[config.mk]
export PLATFORM = sky130hd
export DESIGN_NAME = dmem_arbiter
export DESIGN_NICKNAME = d
export VERILOG_FILES = /design/src/rtl/dmem_pkg.sv /design/src/rtl/dmem_arbiter_rr.sv /design/src/rtl/dmem_arbiter.sv
export SDC_FILE = /design/constraint.sdc
export NUM_CORES = 1
export LEC_CHECK = 0
export CORE_MARGIN = 4
export CORE_UTILIZATION = 25
export CTS_CLUSTER_DIAMETER = 30
export DETAILED_ROUTE_END_ITERATION = 8
export GPL_ROUTABILITY_DRIVEN = 0
export MAX_ROUTING_LAYER = met4
export PLACE_DENSITY = 0.61
export SLEW_MARGIN = 20
export SYNTH_ARGS = -nofsm -noshare
export SYNTH_HDL_FRONTEND = slang
export SYNTH_SLANG_ARGS = --single-unit
[constraint.sdc]
create_clock -name clk -period 12.65 [get_ports clk]
set_input_delay 1.8975 -clock clk [delete_from_list [all_inputs] [get_ports clk]]
set_output_delay 1.8975 -clock clk [all_outputs]
set_load 0.02 [all_outputs]
[src/rtl/dmem_pkg.sv]
// Shared types and helpers for the data-memory arbiter: access sizes, FSM states,
// latched request payload and size-based byte count / read-data masking.
package dmem_pkg;

  localparam logic [1:0] SIZE_B = 2'b00;
  localparam logic [1:0] SIZE_H = 2'b01;
  localparam logic [1:0] SIZE_W = 2'b10;
  localparam logic [1:0] SIZE_X = 2'b11;

  localparam int unsigned DATA_W = 32;

  typedef enum logic [1:0] {
    IDLE   = 2'd0,
    ACCESS = 2'd1,
    RESP   = 2'd2
  } state_t;

  typedef struct packed {
    logic              we;
    logic [1:0]        size;
    logic [DATA_W-1:0] wdata;
  } req_ctl_t;

  function automatic logic [2:0] size_bytes(input logic [1:0] size);
    case (size)
      SIZE_B:  return 3'd1;
      SIZE_H:  return 3'd2;
      SIZE_W:  return 3'd4;
      default: return 3'd0;
    endcase
  endfunction

  function automatic logic [DATA_W-1:0] size_mask(input logic [1:0] size,
                                                  input logic [DATA_W-1:0] data);
    case (size)
      SIZE_B:  return {24'h0, data[7:0]};
      SIZE_H:  return {16'h0, data[15:0]};
      default: return data;
    endcase
  endfunction

endpackage

[src/rtl/dmem_arbiter_rr.sv]
// Two-way round-robin grant: a lone requester wins outright; on a tie or no request
// the side that did not win last time is offered the grant.
module rr_arbiter_2 (
  input  logic [1:0] req,
  input  logic       last,
  output logic [1:0] gnt
);

  always_comb begin
    gnt = 2'b00;
    unique case (req)
      2'b01:   gnt = 2'b01;
      2'b10:   gnt = 2'b10;
      default: gnt = last ? 2'b01 : 2'b10;
    endcase
  end

endmodule

[src/rtl/dmem_arbiter.sv]
// Shares the single data_memory port between the core LSU (M0) and debug/DMA (M1):
// round-robin grant, alignment/range check, one-cycle memory access, registered response.
module dmem_arbiter
  import dmem_pkg::*;
#(
  parameter int unsigned DROM_SPACE = 1024,
  parameter int unsigned ADDR_W     = 32
) (
  input  logic              clk,
  input  logic              rst,

  input  logic              m0_req_valid,
  output logic              m0_req_ready,
  input  logic              m0_req_we,
  input  logic [ADDR_W-1:0] m0_req_addr,
  input  logic [31:0]       m0_req_wdata,
  input  logic [1:0]        m0_req_size,
  output logic              m0_rsp_valid,
  input  logic              m0_rsp_ready,
  output logic [31:0]       m0_rsp_rdata,
  output logic              m0_rsp_err,

  input  logic              m1_req_valid,
  output logic              m1_req_ready,
  input  logic              m1_req_we,
  input  logic [ADDR_W-1:0] m1_req_addr,
  input  logic [31:0]       m1_req_wdata,
  input  logic [1:0]        m1_req_size,
  output logic              m1_rsp_valid,
  input  logic              m1_rsp_ready,
  output logic [31:0]       m1_rsp_rdata,
  output logic              m1_rsp_err,

  output logic [31:0]       mem_addr,
  output logic [31:0]       mem_wdata,
  output logic              mem_r_en,
  output logic              mem_w_en,
  output logic [1:0]        mem_byte_sel,
  input  logic [31:0]       mem_rdata
);

  localparam int unsigned EXT_W = ADDR_W + 1;

  state_t            state_q, state_d;
  logic              rr_last_q;
  logic              owner_q;
  req_ctl_t          lat_ctl_q;
  logic [ADDR_W-1:0] lat_addr_q;
  logic [1:0]        rsp_valid_q;
  logic [31:0]       rsp_rdata_q;
  logic              rsp_err_q;

  logic [1:0]        gnt_c;
  logic [1:0]        req_ready_c;
  logic              hs_c;
  logic [EXT_W-1:0]  end_addr_c;
  logic              err_c;
  logic              access_ok_c;
  logic              rsp_ready_owner_c;

  rr_arbiter_2 u_rr (
    .req  ({m1_req_valid, m0_req_valid}),
    .last (rr_last_q),
    .gnt  (gnt_c)
  );

  // Ready is only offered while idle; reset suppresses it so nothing is accepted mid-reset.
  assign req_ready_c  = (state_q == IDLE && !rst) ? gnt_c : 2'b00;
  assign m0_req_ready = req_ready_c[0];
  assign m1_req_ready = req_ready_c[1];
  assign hs_c         = |(req_ready_c & {m1_req_valid, m0_req_valid});

  // End address is one bit wider than the address so a wrapping access still flags.
  assign end_addr_c = {1'b0, lat_addr_q} + EXT_W'(size_bytes(lat_ctl_q.size));
  assign err_c = (lat_ctl_q.size == SIZE_X)
              || (lat_ctl_q.size == SIZE_H && lat_addr_q[0])
              || (lat_ctl_q.size == SIZE_W && (|lat_addr_q[1:0]))
              || (end_addr_c > EXT_W'(DROM_SPACE));

  assign access_ok_c  = (state_q == ACCESS) && !err_c;
  assign mem_addr     = access_ok_c ? 32'(lat_addr_q) : 32'h0;
  assign mem_wdata    = access_ok_c ? lat_ctl_q.wdata : 32'h0;
  assign mem_byte_sel = access_ok_c ? lat_ctl_q.size : 2'b00;
  assign mem_w_en     = access_ok_c && lat_ctl_q.we;
  assign mem_r_en     = access_ok_c && !lat_ctl_q.we;

  assign rsp_ready_owner_c = owner_q ? m1_rsp_ready : m0_rsp_ready;

  assign m0_rsp_valid = rsp_valid_q[0];
  assign m1_rsp_valid = rsp_valid_q[1];
  assign m0_rsp_rdata = rsp_valid_q[0] ? rsp_rdata_q : 32'h0;
  assign m1_rsp_rdata = rsp_valid_q[1] ? rsp_rdata_q : 32'h0;
  assign m0_rsp_err   = rsp_valid_q[0] && rsp_err_q;
  assign m1_rsp_err   = rsp_valid_q[1] && rsp_err_q;

  always_ff @(posedge clk) begin
    if (rst) state_q <= IDLE;
    else     state_q <= state_d;
  end

  always_comb begin
    state_d = state_q;
    unique case (state_q)
      IDLE:    if (hs_c) state_d = ACCESS;
      ACCESS:  state_d = RESP;
      RESP:    if (rsp_ready_owner_c) state_d = IDLE;
      default: state_d = IDLE;
    endcase
  end

  // Request latch, round-robin history and response registers.
  always_ff @(posedge clk) begin
    if (rst) begin
      rr_last_q   <= 1'b1;
      owner_q     <= 1'b0;
      lat_ctl_q   <= '0;
      lat_addr_q  <= '0;
      rsp_valid_q <= 2'b00;
      rsp_rdata_q <= 32'h0;
      rsp_err_q   <= 1'b0;
    end else begin
      if (hs_c) begin
        owner_q   <= gnt_c[1];
        rr_last_q <= gnt_c[1];
        if (gnt_c[1]) begin
          lat_ctl_q  <= '{we: m1_req_we, size: m1_req_size, wdata: m1_req_wdata};
          lat_addr_q <= m1_req_addr;
        end else begin
          lat_ctl_q  <= '{we: m0_req_we, size: m0_req_size, wdata: m0_req_wdata};
          lat_addr_q <= m0_req_addr;
        end
      end
      if (state_q == ACCESS) begin
        rsp_valid_q <= owner_q ? 2'b10 : 2'b01;
        rsp_err_q   <= err_c;
        rsp_rdata_q <= (err_c || lat_ctl_q.we) ? 32'h0 : size_mask(lat_ctl_q.size, mem_rdata);
      end else if (state_q == RESP && rsp_ready_owner_c) begin
        rsp_valid_q <= 2'b00;
        rsp_err_q   <= 1'b0;
        rsp_rdata_q <= 32'h0;
      end
    end
  end

endmodule

# After elaboration in Yosys (flattened, before gate mapping)
# Index checks and enable logic that the tools add are counted.
# classes
addsub	1
n_lt_le_gt_ge	1
n_eq_ne	9
mux	24
bitwise_logic	1
n_reduce_logical	22
# op_table
op	n
$mux 32	8
$pmux 32 s2	1
$mux 35	1
$add 32x3->33	1
$gt 33x11->1 const B	1
$mux 2	8
$logic_and 1x1->1	9
$pmux 3 s3	1
$eq 2x2->1 const B	4
$eq 2x1->1 const B	3
$pmux 2 s3	1
$logic_not 2->1	2
$logic_or 1x1->1	4
$ne 2x2->1 const B	2
$pmux 2 s2	1
$reduce_or 2->1	2
$logic_not 1->1	3
$mux 1	3
$and 2x2->2	1
$reduce_and 2->1	1
$reduce_bool 2->1	1
# word_totals
register_bits	106
input_bits	172
output_inout_bits	138
elab_cells	68

# Logic depth before layout (Yosys ltp)
# Gate-level depths: netlist of the first run.
# logic_depth
word_depth	8
mapped_depth	14
depth_no_buf	12

# Modules after synthesis
# Synthesis of the first run repeated with hierarchy kept, for this count alone.
# hier_totals
hier_cells	832
area_unflattened_um2	6417.4
# modules_own_cells
module	n_inst	cells_each	area_per_inst_um2	seq_area_each_um2
dmem_arbiter	1	825	6356.1	2122.0
rr_arbiter_2	1	7	61.3	0.0

# Least setup slack after synthesis of the first run
# No wires, ideal clock.
# synth_path
kind	register to output
start	register lat_ctl_q[32] (netlist name)
end	output port mem_byte_sel[0]
arrival_ns	3.978
t_required_ns	10.752
setup_slack_ns	6.775
stages_incl_launch_ff	15
n_path_buf	2
path_cell_list	dfxtp_1 -> or2_2 -> clkbuf_1 -> inv_1 -> ha_1 -> fa_1 -> a21o_1 -> or3_1 -> a221o_1 -> a2111oi_4 -> o41ai_1 -> or4_4 -> nor3_4 -> buf_6 -> and2_1
# synth_via
elab_chain_cells	8
word_cells_on_any_way	15
cone_classes	add/sub (1); order compare (1); eq/ne (3); mux (2); reduce/logical (8)
# synth_lines
item	line_no	text
start: declaration	dmem_arbiter.sv:47	req_ctl_t lat_ctl_q;
start signal: assignment	dmem_arbiter.sv:126	lat_ctl_q <= '{we: m1_req_we, size: m1_req_size, wdata: m1_req_wdata};
start signal: assignment	dmem_arbiter.sv:129	lat_ctl_q <= '{we: m0_req_we, size: m0_req_size, wdata: m0_req_wdata};
$eq 2x2->1 (tied with other cells)	dmem_pkg.sv:25, dmem_arbiter.sv:77	
$pmux 3 s3 or $logic_and 1x1->1 (tied branches)	dmem_pkg.sv:25, dmem_arbiter.sv:76	
$add 32x3->33 or $logic_or 1x1->1 (tied branches)	dmem_arbiter.sv:74, dmem_arbiter.sv:76	
$gt 33x11->1 or $logic_or 1x1->1 (tied branches)	dmem_arbiter.sv:78, dmem_arbiter.sv:77	
$logic_or 1x1->1	dmem_arbiter.sv:78	|| (end_addr_c > EXT_W'(DROM_SPACE));
$logic_not 1->1	dmem_arbiter.sv:80	assign access_ok_c = (state_q == ACCESS) && !err_c;
$logic_and 1x1->1	dmem_arbiter.sv:80	
$mux 2 *	dmem_arbiter.sv:83	assign mem_byte_sel = access_ok_c ? lat_ctl_q.size : 2'b00;
end: declaration	dmem_arbiter.sv:38	output logic [1:0] mem_byte_sel,
# Mark *: on every way between the ends. The rest lies on a longest branch, timed or not.

# Worst setup path in the final report of the first run
# layout_path
start	register lat_ctl_q[33] (netlist name)
end	output port mem_wdata[29]
# layout_via
elab_chain_cells	8
word_cells_on_any_way	15
cone_classes	add/sub (1); order compare (1); eq/ne (3); mux (2); reduce/logical (8)
# layout_lines
item	line_no	text
$eq 2x2->1 (tied with other cells)	dmem_pkg.sv:25, dmem_arbiter.sv:77	
$pmux 3 s3 or $logic_and 1x1->1 (tied branches)	dmem_pkg.sv:25, dmem_arbiter.sv:76	
$add 32x3->33 or $logic_or 1x1->1 (tied branches)	dmem_arbiter.sv:74, dmem_arbiter.sv:76	
$gt 33x11->1 or $logic_or 1x1->1 (tied branches)	dmem_arbiter.sv:78, dmem_arbiter.sv:77	
$logic_or 1x1->1 *	dmem_arbiter.sv:78	
$logic_not 1->1 *	dmem_arbiter.sv:80	
$logic_and 1x1->1 *	dmem_arbiter.sv:80	
$mux 32 *	dmem_arbiter.sv:82	assign mem_wdata = access_ok_c ? lat_ctl_q.wdata : 32'h0;
end: declaration	dmem_arbiter.sv:35	output logic [31:0] mem_wdata,
# Marks and branches as above.

==> summary.txt, run 1 <==
Synth
  – Async SR Flop Fraction: 0%
  – Compound-Gate Fraction of Synth Area: 15.8%
  – Post-Syn Instances: 756
  – Synth warn: 0
  – Flops & latches, synth: 106
  – Predominant post-synthesis flop cell: dfxtp_1
  – Post-synthesis sequential area ratio: 33.9%
  – Leading area contributor after synthesis: dfxtp_1
  – Mapped cell area: 6250 um^2
  – Netlist cell types: 58
  – Post-synthesis simple-gate area fraction: 28.9%
  – Post-synthesis mux area share: 11.7%
  – Post-synth top area share: 33.9%
  – Synth Area in XOR/XNOR: 1.40%
  – Post-Syn Area per Cell: 8.27 um^2
  – Synth Area in Adders: 1.32%
  – EDFF count, synth: 0
  – Top post-synthesis cells by area: dfxtp_1 (34%), mux2i_1 (11%), and2_1 (11%)
  – Largest family of logic cells by synthesized area: simple AND/OR/NAND/NOR gates

Final layout
  – Commonest non-fill, non-tap cell in the layout: clkdlybuf4s50_1
  – Final std cells w/o fill: 1331
  – Final core occ: 39.0%
  – Antenna Cells: 0
  – Layout overhead on the synthesized area: 52.7%
  – Most frequent cells in the layout: clkdlybuf4s50_1 (287), and2_1 (111), dfxtp_1 (105)
  – # nets final: 1180
  – Layout cells sized above 1: 3.48%

Pwr
  – Leakage: 0.00331 uW
  – Total Power: 861 uW
  – Worst vdd ir: 70.6 uV
  – Pwr Density: 90.2 nW/um^2

Route
  – Via count: 6060
  – Number of iterations in the first detailed-routing pass: 4
  – Post-route DRC: 0
  – DR iter-0 viols: 257
  – Post-route ant nets: 0
  – DRT Wirelength: 21.0 mm
  – Vias per cell: 4.55
  – Post-DR wirelength/cell: 15.7 um

Worst setup path
  – Reg2reg end: rsp_err_q
  – WS Path Type: reg2out
  – Critical Path End Type: primary output
  – Worst R2R Setup Slack: 7.65 ns
  – R2R depth: 13
  – CP Max Fanout: 32
  – Worst path arrival time: 5.94 ns
  – Crit path required time: 10.75 ns
  – Worst path cell trace: or2_2 > inv_1 > ha_1 > fa_1 > a21o_1 > or3_1 > a221o_1 > a2111oi_4 > o41ai_1 > or4_4 > nor3_4 > buf_4 > and2_1 > clkdlybuf4s50_1
  – Crit-path max cell delay: 0.83 ns
  – Crit path launch type: flip-flop
  – Slowest CP cell: dfxtp_1
  – Reg2reg start: lat_ctl_q[33]

STA
  – Tmin final: 7.84 ns
  – Setup TNS: 0 ns
  – RSZ-0062 raised after global routing: false
  – Period utilization: 62.0%
  – Slew headroom: 31.2%
  – F_max: 128 MHz
  – Slew @ Worst Pin: 1.03 ns
  – Final Hold Viols: 0
  – Final Max Tran Viols: 0
  – Setup-failing EPs final: 0
  – Clock skew: 0.00825 ns

Min path
  – Hold Crit Endpoint: rsp_rdata_q[0]
  – Worst Hold Depth: 2
  – Worst hold path type: reg2reg
  – Hold path startpoint: rsp_rdata_q[0]

Global routing
  – GRT Total Usage: 14.9%
  – Grt ovf: 0
  – First-pass GRT wire length: 32.5 mm
  – Initial antenna violation count: 0
  – Largest net degree at the start of global routing: 86
  – Number of global-route vias before repair: 5827

Placed design
  – Port bufs: 288
  – DP HPWL: 15.9 mm
  – Placed cells: 1315

Die
  – Die X: 166 um
  – Core box area: 24500 um^2
  – # rows: 57
  – Die area: 27600 um^2
  – Initial Util: 25.6%
  – Die Y: 166 um
  – # IOs: 310

CTS
  – TritonCTS buffer count: 9
  – Postcts setup bufs: 0
  – Hold Buf Count CTS: 0
  – Clk sink count: 106
  – Resized cells post-CTS: 0
  – CTS tree: done
  – Clk slew on worst S/H paths: 0.08 ns
  – Clock Path Buffers: 2
  – Later-pin clock latency in the skew report: 0.35 ns
  – CTS root buf: clkbuf_16
  – CTS H-tree depth: 3

Flow run
  – Max_cap viols: 0

Run status
  – Status: finished clean
==> metal layers <==
layer / wire length (um) / GRT usage [%]
met5: 0 / -
met1: 9460 / 18.7
met3: 1150 / 3.00
met4: 248 / 3.08
met2: 10100 / 25.1
==> through the flow <==
| step | hold WS (ns) | cell area, um^2 | setup WS (ns) |
|---|---|---|---|
| 2_1_floorplan | 0.430 | 6330 | 6.77 |
| 3_3_place_gp | 0.445 | 9270 | 5.27 |
| 3_5_place_dp | 0.456 | 9270 | 5.10 |
| 4_1_cts | 0.467 | 9540 | 4.70 |
| 5_1_grt | 0.482 | 9550 | 4.42 |
| 6_report | 0.465 | 9550 | 4.81 |
==> cell usage after synthesis, types with 9 or more instances <==
cell type and n:
and2_1 111, dfxtp_1 106, nor2_1 80, mux2i_1 71, a211oi_1 69, nand2_1 61, clkbuf_1 48, o21ai_0 26
buf_4 21, nand3_1 18, o31ai_1 15, nand2b_1 11, nand3b_1 10, nand4_1 9
==> registers in the layout, summed over array words and instances, names as in the netlist <==
name         cells
rsp_err_q        1
lat_ctl_q       35
rsp_rdata_q     32
lat_addr_q      32
rr_last_q        1
state_q          2
rsp_valid_q      2
owner_q          1
==> cells by family after synthesis <==
| family | Yosys count |
|---|---|
| and+or+nand+nor | 338 |
| AOI/OAI and AO/OA | 137 |
| DFF | 106 |
| buffers and inverters | 85 |
| muxes | 73 |
| xor gates and xnor gates | 10 |
| adders and majority gates | 6 |
| other | 1 |
==> worst max path at each step <==
| stage | startpoint | end | slack [ns] | depth (start not counted) |
|---|---|---|---|---|
| after floorplan | lat_ctl_q[32] | mem_byte_sel[0] | 6.77 | 14 |
| after global placement | lat_ctl_q[33] | mem_wdata[29] | 5.27 | 14 |
| after detailed placement | lat_ctl_q[33] | mem_wdata[29] | 5.10 | 14 |
| after global routing | lat_ctl_q[33] | mem_wdata[29] | 4.42 | 14 |
| after CTS | lat_ctl_q[33] | mem_wdata[29] | 4.70 | 14 |
| final | lat_ctl_q[33] | mem_wdata[29] | 4.81 | 14 |
==> critical path: cells and delay by family (launching register included) <==
kind            cells  cell delay [ns]
buf+inv             3             1.09
flops               1             0.83
simple gates        5             1.90
compound gates      4             1.13
fa+ha+maj           2             0.63
==> where the power goes <==
part / switching [uW] / leakage, uW / internal [uW]
Clock: 131 / 0.000130 / 135
Combinational: 96.8 / 0.00232 / 108
Sequential: 31.9 / 0.000865 / 358
Total: 259 / 0.00331 / 602
==> cell type report <==
cell class              instances  area, um^2
well taps                     324         405
fillers                      2512       14900
flip-flops and latches        106        2120
repair buffers                293        2920
clock inverters                 5        38.8
clock buffers                  11         233
multi-input cells             585        3800
inverters                       7        26.3
Note: power is estimated with default switching activity, not from simulation.
==> run 2, diff against run 1 <==
--- a/config.mk
+++ b/config.mk
@@ -11,7 +11,7 @@
 export DETAILED_ROUTE_END_ITERATION = 8
 export GPL_ROUTABILITY_DRIVEN = 0
 export MAX_ROUTING_LAYER = met4
-export PLACE_DENSITY = 0.61
+export PLACE_DENSITY = 0.63
 export SLEW_MARGIN = 20
 export SYNTH_ARGS = -nofsm -noshare
 export SYNTH_HDL_FRONTEND = slang
==> constraint.sdc (replaced) <==
create_clock -name clk -period 6.6 [get_ports clk]
set_input_delay 0.99 -clock clk [delete_from_list [all_inputs] [get_ports clk]]
set_output_delay 0.99 -clock clk [all_outputs]
set_load 0.02 [all_outputs]
==> summary.txt, run 2 (synthesis results as in run 1) <==
Route
  – DRT Wirelength: 20.4 mm
  – Post-route DRC: 0
  – Number of iterations in the first detailed-routing pass: 4
  – Vias per cell: 4.55
  – Post-DR wirelength/cell: 15.3 um
  – DR iter-0 viols: 297
  – Post-route ant nets: 0
  – Via count: 6070

Worst setup path
  – Crit path launch type: flip-flop
  – Reg2reg start: lat_ctl_q[32]
  – R2R depth: 13
  – Worst R2R Setup Slack: 2.35 ns
  – Critical Path End Type: primary output
  – Crit path required time: 5.61 ns
  – Worst path arrival time: 5.16 ns
  – Reg2reg end: rsp_err_q
  – CP Max Fanout: 36
  – WS Path Type: reg2out

Global routing
  – First-pass GRT wire length: 31.6 mm
  – Initial antenna violation count: 0
  – Largest net degree at the start of global routing: 110
  – Number of global-route vias before repair: 5608
  – GRT Total Usage: 14.5%
  – Grt ovf: 0

STA
  – RSZ-0062 raised after global routing: false
  – Fin worst setup slack: 0.447 ns
  – Slew headroom: 31.2%
  – Worst hold slack: 0.459 ns
  – Final Hold Viols: 0
  – Clock skew: 0.00986 ns
  – Setup TNS: 0 ns
  – F_max: 163 MHz
  – Slew @ Worst Pin: 1.03 ns
  – Period utilization: 93.2%
  – Setup-failing EPs final: 0
  – Final Max Tran Viols: 0
  – Tmin final: 6.15 ns

Min path
  – Hold Crit Endpoint: rsp_rdata_q[18]
  – Hold path startpoint: rsp_rdata_q[18]
  – Worst Hold Depth: 2
  – Worst hold path type: reg2reg

Placed design
  – Pre-CTS setup slack: 0.774 ns
  – Post-Place Cell Area: 9300 um^2
  – DP HPWL: 15.5 mm
  – Placed cells: 1317
  – Port bufs: 288

Final layout
  – Most flops, register: lat_ctl_q
  – Fin area: 9620 um^2
  – Largest registers: lat_ctl_q x35, lat_addr_q x32, rsp_rdata_q x32
  – Layout overhead on the synthesized area: 53.9%
  – # nets final: 1183
  – Commonest non-fill, non-tap cell in the layout: clkdlybuf4s50_1
  – Max reg flops: 35
  – Antenna Cells: 0
  – Final std cells w/o fill: 1333
  – Layout cells sized above 1: 3.87%
  – Most frequent cells in the layout: clkdlybuf4s50_1 (286), and2_1 (111), dfxtp_1 (105)

Run status
  – Status: finished clean

Pwr
  – Leakage: 0.00334 uW
  – Pwr Density: 176 nW/um^2
  – Worst vdd ir: 97.3 uV

CTS
  – Clk slew on worst S/H paths: 0.07 ns
  – Resized cells post-CTS: 0
  – Hold Buf Count CTS: 0
  – TritonCTS buffer count: 9
  – CTS H-tree depth: 3
  – Postcts setup bufs: 0
  – Clock Path Buffers: 2
  – Later-pin clock latency in the skew report: 0.35 ns
  – CTS tree: done
  – CTS root buf: clkbuf_16
  – Clk sink count: 106

Die
  – Die X: 166 um
  – Core box area: 24500 um^2
  – Initial Util: 25.6%
  – # rows: 57
  – # IOs: 310
  – Die area: 27600 um^2
  – Die Y: 166 um

Flow run
  – Max_cap viols: 0
-- run 2: changes by cell type in the layout (fill, tap and decap cells not counted), sizes merged --
cell,change
buf,+4
bufinv,+1
clkinv,-3
clkinvlp,+2
clkdlybuf4s50,-1
inv,-1
-- run 2: worst max-delay path, cell delays in order (launching register included) --
cell and delay, ns:
dfxtp_1 0.44, or2_2 0.26, inv_1 0.07, ha_1 0.20
fa_1 0.42, a21o_1 0.21, or3_1 0.30, a221o_1 0.36
a2111oi_4 0.38, o41ai_1 0.16, or4_4 0.56, nor3_4 0.43
buf_12 0.26, and2_1 0.15, clkdlybuf4s50_1 0.61
-- run 2: worst max-delay path by stage --
stage | startpoint | end | cells after the start
floorplan | lat_ctl_q[32] | mem_byte_sel[0] | 14
detailed placement | lat_ctl_q[32] | mem_byte_sel[0] | 14
finish | lat_ctl_q[32] | mem_byte_sel[0] | 14
global route | lat_ctl_q[32] | mem_wdata[13] | 14
CTS | lat_ctl_q[32] | mem_byte_sel[0] | 14
global placement | lat_ctl_q[32] | mem_byte_sel[0] | 14
-- run 2: area by class of cell --
cell class / count / area [um^2]
Fill cell: 2464 / 14800
Tap cell: 324 / 405
Sequential cell: 106 / 2120
Clock inverter: 4 / 52.6
Multi-Input combinational cell: 585 / 3800
Timing Repair Buffer: 296 / 2970
Clock buffer: 11 / 243
Inverter: 7 / 26.3
-- run 2: power by group --
group          internal [uW]  switching [uW]  leakage (uW)  total (uW)
clock network            303             246      0.000134         549
logic                    212             189       0.00235         400
registers                687            57.2      0.000865         744
-- run 2: per-stage QoR --
stage / power, uW / utilization (%)
3_5_place_dp: 1160 / 38.0
2_1_floorplan: 993 / -
6_report: 1690 / 39.3
4_1_cts: 1720 / 39.2
3_3_place_gp: 1150 / 38.0
5_1_grt: 1800 / 39.3
-- run 2: routing by layer --
layer  global-route usage [%]  wire length [um]  vias up
met2                     23.1              9320      229
li1                         -                 -     3113
met4                     4.73               417        0
met3                     2.76              1400       25
met5                        -                 0        -
met1                     18.6              9270     2703
